## config.mk

```make
export PLATFORM = sky130hd
export DESIGN_NAME = unidade_controle_seed
export DESIGN_NICKNAME = d
export VERILOG_FILES = /design/src/rtl/unidade_controle_seed.sv
export SDC_FILE = /design/constraint.sdc
export NUM_CORES = 1
export LEC_CHECK = 0
export CAP_MARGIN = 0
export CELL_PAD_IN_SITES_DETAIL_PLACEMENT = 1
export CELL_PAD_IN_SITES_GLOBAL_PLACEMENT = 2
export CORE_MARGIN = 2
export CORE_UTILIZATION = 26
export DETAILED_ROUTE_END_ITERATION = 8
export PLACE_DENSITY_LB_ADDON = 0.1
export SYNTH_ARGS = -nofsm -noshare
export SYNTH_HDL_FRONTEND = slang
export SYNTH_SLANG_ARGS = --single-unit
```

## constraint.sdc

```tcl
create_clock -name clock -period 1.3 [get_ports clock]
set_input_delay 0.195 -clock clock [delete_from_list [all_inputs] [get_ports clock]]
set_output_delay 0.195 -clock clock [all_outputs]
set_load 0.01 [all_outputs]
```

## src/rtl/unidade_controle_seed.sv

```systemverilog
// Seed-selection sequencer: a Moore FSM that clears the seed datapath,
// gates the seed-advance button during selection, registers the chosen
// seed on confirm or on a selection timeout, and then holds the game in
// the playing state until a new game is requested.
module unidade_controle_seed #(
  parameter int TIMEOUT = 16,
  parameter int TW      = $clog2(TIMEOUT)
) (
  input  logic       clock,
  input  logic       reset,
  input  logic       iniciar,
  input  logic       confirmar,
  input  logic       novo_jogo,
  input  logic       botao,
  output logic       botao_seed,
  output logic       rst_dp,
  output logic       zera_CS,
  output logic       e_seed_reg,
  output logic       pronto,
  output logic       timeout,
  output logic [3:0] db_estado
);

  typedef enum logic [3:0] {
    INICIAL    = 4'h0,
    PREPARA    = 4'h1,
    ESCOLHA    = 4'h2,
    ESPERA_ROM = 4'h3,
    REGISTRA   = 4'h4,
    JOGO       = 4'h5
  } estado_t;

  localparam logic [TW-1:0] TIMER_LAST = TW'(TIMEOUT - 1);

  estado_t       state;
  estado_t       next_state;
  logic [TW-1:0] timer;
  logic          iniciar_q;
  logic          confirmar_q;
  logic          novo_jogo_q;

  // Rising-edge pulses: a held button level advances the FSM only once.
  logic iniciar_pulse;
  logic confirmar_pulse;
  logic novo_jogo_pulse;

  assign iniciar_pulse   = iniciar   & ~iniciar_q;
  assign confirmar_pulse = confirmar & ~confirmar_q;
  assign novo_jogo_pulse = novo_jogo & ~novo_jogo_q;

  logic timer_done;
  assign timer_done = (timer == TIMER_LAST);

  // State register, selection timer, timeout flag and button history.
  always_ff @(posedge clock) begin
    // NOTE: sequential state uses non-blocking assignments so every register
    // samples the pre-edge values and the update order inside the block is irrelevant.
    if (reset) begin
      state       <= INICIAL;
      timer       <= '0;
      timeout     <= 1'b0;
      iniciar_q   <= 1'b0;
      confirmar_q <= 1'b0;
      novo_jogo_q <= 1'b0;
    end else begin
      state       <= next_state;
      iniciar_q   <= iniciar;
      confirmar_q <= confirmar;
      novo_jogo_q <= novo_jogo;
      case (state)
        INICIAL: timeout <= 1'b0;
        PREPARA: begin
          timer   <= '0;
          timeout <= 1'b0;
        end
        ESCOLHA: begin
          timer <= timer + TW'(1);
          // Auto-confirm flags the seed only when the player did not confirm.
          if (timer_done && !confirmar_pulse) timeout <= 1'b1;
        end
        JOGO: if (novo_jogo_pulse) timeout <= 1'b0;
        default: ;
      endcase
    end
  end

  // Next-state logic; unused encodings fall back to INICIAL.
  always_comb begin
    // NOTE: next_state gets a default before the case so no path leaves it
    // unassigned, which would otherwise infer a latch.
    next_state = INICIAL;
    case (state)
      INICIAL:    next_state = iniciar_pulse ? PREPARA : INICIAL;
      PREPARA:    next_state = ESCOLHA;
      ESCOLHA:    next_state = (confirmar_pulse || timer_done) ? ESPERA_ROM : ESCOLHA;
      ESPERA_ROM: next_state = REGISTRA;
      REGISTRA:   next_state = JOGO;
      JOGO:       next_state = novo_jogo_pulse ? PREPARA : JOGO;
      default:    next_state = INICIAL;
    endcase
  end

  // Moore outputs decoded from the registered state; only the button gate
  // and the reset term of rst_dp see inputs directly.
  always_comb begin
    botao_seed = (state == ESCOLHA) & botao;
    rst_dp     = reset | (state == PREPARA);
    zera_CS    = (state == PREPARA);
    e_seed_reg = (state == REGISTRA);
    pronto     = (state == JOGO);
    db_estado  = state;
  end

endmodule

```

==> results.sh <==
export IMPL_outcome="finished clean"
export IMPL_firstDrtPassIters=3
export IMPL_syn_to_final_growth_pct=62.0
export IMPL_leakagePower_nw=0.432
export IMPL_async_flop_share_pct=0
export IMPL_dp_hpwl_um=1100
export IMPL_criticalPathCategory="reg -> out"
export IMPL_finalCritPeriodShare_pct=99.2
export IMPL_post_drt_wl_per_cell_um=12.3
export IMPL_cp_start_kind="flip-flop"
export IMPL_critPathRequiredTime_ns=1.11
export IMPL_report_final_slew_viol_count=0
export IMPL_r2r_cells=7
export IMPL_fin_util_pct=43.8
export IMPL_diodes=0
export IMPL_pin_count=16
export IMPL_ys_seq_elements=11
export IMPL_fmax_mhz=775
export IMPL_netlist_area_um2=587
export IMPL_yosys_area_top_type="dfxtp_1"
export IMPL_drtIter0Drc=5
export IMPL_r2r_slack_ns=0.06
export IMPL_rows=17
export IMPL_antenna_left=0
export IMPL_hold_path_class="in -> reg"
export IMPL_cts_path_max_buffers=2
export IMPL_die_x_um=51.5
export IMPL_synth_area_top_cells="dfxtp_1 (38%), nor2b_1 (11%), a21oi_1 (6.0%)"
export IMPL_cp_max_fo=2
export IMPL_timing_rr_end="db_estado[0]"
export IMPL_power_w=0.000877
export IMPL_stdcell_count=131
export IMPL_worstHoldPathCells=2
export IMPL_fin_crit_ns=1.29
export IMPL_synth_enable_flop_cells=0
export IMPL_netlist_area_leader_share_pct=37.5
export IMPL_startpoint="db_estado[0]"
export IMPL_synth_avg_cell_area_um2=8.50
export IMPL_vias=601
export IMPL_synth_fp_nets=76
export IMPL_grt_pass1_wl_um=2780
export IMPL_synthFlopType="dfxtp_1"
export IMPL_cts_tree="built"
export IMPL_multi_input_area_um2=372
export IMPL_synth_cell_type_count=32
export IMPL_clock_sinks=11
export IMPL_gp_congestion=0.756
export IMPL_cts_clk_slew_worst_paths_ns=0.07
export IMPL_skew_ns=0.000267
export IMPL_critPathCaptureType="output port"
export IMPL_yosysWarnings=0
export IMPL_core_area_um2=2170
export IMPL_max_vdd_ir_drop_uv=597
export IMPL_cts_made_buffers=3
export IMPL_seqCellArea_um2=224
export IMPL_clock_latency_ns=0.26
export IMPL_wl_um=1610
export IMPL_rsz0062_at_grt="yes"
export IMPL_place_inst=118
export IMPL_track_usage_pct=14.2
export IMPL_crit_end="rst_dp"
export IMPL_htree_num_levels=1
export IMPL_syn_inst=69
export IMPL_setup_viol=0
export IMPL_grt_overflow=0
export IMPL_drc_errors=0
export IMPL_n_fill_cell=271
export IMPL_initial_utilization_pct=27.0
export IMPL_drive_gt1_share_pct=43.7
export IMPL_antenna_found_initial=0
export IMPL_fin_nets=111
export IMPL_pwr_density_cell_nw_per_um2=922
export IMPL_dieHeight_um=51.5
export IMPL_grt_pass1_vias=618
export IMPL_ys_seq_area_share_pct=37.5
export IMPL_finalHoldViolCount=0
export IMPL_timing_rr_start="db_estado[0]"
export IMPL_maxCapViolCount=0
export IMPL_viasPerCell=4.59
export IMPL_root_buffer="clkbuf_4"
export IMPL_grt_max_degree=12
export IMPL_dieArea_um2=2650
export IMPL_worstPathArrival_ns=1.09
export IMPL_portBuffers=14
==> registers in the layout, indices dropped and copies added (netlist names) <==
signal and flops:
iniciar_q 1, confirmar_q 1, timeout 1, timer 4, novo_jogo_q 1, db_estado 3
==> repair_timing <==
item / in CTS / in global routing
endpoints found under the setup margin: 11 / 9
buffers inserted: 5 / 5
pin swaps: 1 / 6
hold buffers: 0 / 0
resized for setup: 39 / 14
gates cloned: 0 / 0
==> cells by family after synthesis <==
kind of cell,share of synthesized area [%]
other cells,0.639
compound gates,19.0
buf+inv,5.54
xor+xnor,1.49
flops,37.5
fa+ha+maj,2.13
simple gates,33.7
==> worst min-delay path by stage <==
stage,startpoint,end,slack (ns)
floorplan,reset,confirmar_q,0.27
global placement,timeout,timeout,0.51
detailed placement,timeout,timeout,0.52
CTS,confirmar,confirmar_q,0.50
global route,confirmar,confirmar_q,0.53
finish,confirmar,confirmar_q,0.51
==> layout make-up <==
cell class	count	area share, %
clock buffers	4	2.76
well taps	28	3.68
multi-input cells	53	39.1
repair buffers	35	30.9
flip-flops and latches	11	23.6
==> where the power goes <==
group / leakage, nW / switching (W) / internal, W
sequential: 0.0911 / 0.00000976 / 0.000356
combinational: 0.326 / 0.000122 / 0.000157
clock: 0.0150 / 0.000114 / 0.000119
total: 0.432 / 0.000246 / 0.000631
==> worst max-delay path, cell delays in order, from the launching register on <==
cell	delay (ns)
dfxtp_2	0.32
nor3b_2	0.15
or2_1	0.22
buf_2	0.14
==> layout by cell type (no fill, tap or decap), types with 2 or more instances in the layout <==
cell             instances
a21oi_1                  7
dfxtp_1                  8
nor2b_1                  8
o21ai_1                  3
buf_8                    2
clkbuf_4                 3
nand2_1                  2
buf_4                   16
nor2_1                   4
buf_6                    4
o21bai_1                 2
nor3b_2                  2
dfxtp_2                  3
buf_2                    6
and3_1                   2
clkdlybuf4s50_1          5
==> routing by layer <==
| layer | wire length (um) | share of wire, % | global-route usage, % |
|---|---|---|---|
| met3 | 49 | 3.0 | 1.72 |
| met2 | 756 | 47 | 22.9 |
| met5 | 0 | 0 | 0 |
| met1 | 793 | 49 | 18.9 |
| met4 | 14 | 0.87 | 6.58 |
==> stage by stage <==
stage	area (um^2)	setup WS, ns	TNS, ns	hold WS (ns)
3_3_place_gp	820	-0.251	-0.912	0.506
6_report	951	0.0101	0	0.506
5_1_grt	951	-0.0479	-0.104	0.533
4_1_cts	895	-0.0948	-0.113	0.499
2_1_floorplan	587	0.0503	0	0.267
3_5_place_dp	820	-0.260	-0.951	0.520
==> synthesized netlist by cell type, types with 2 or more instances <==
cell,number
buf_2,2
nand2_1,3
and3_1,2
a21oi_1,7
nor3b_1,2
nor2b_1,10
o21ai_0,2
o21bai_1,2
o21ai_1,2
dfxtp_1,11
nor2_1,5
Power figures use the tool's default switching activity.
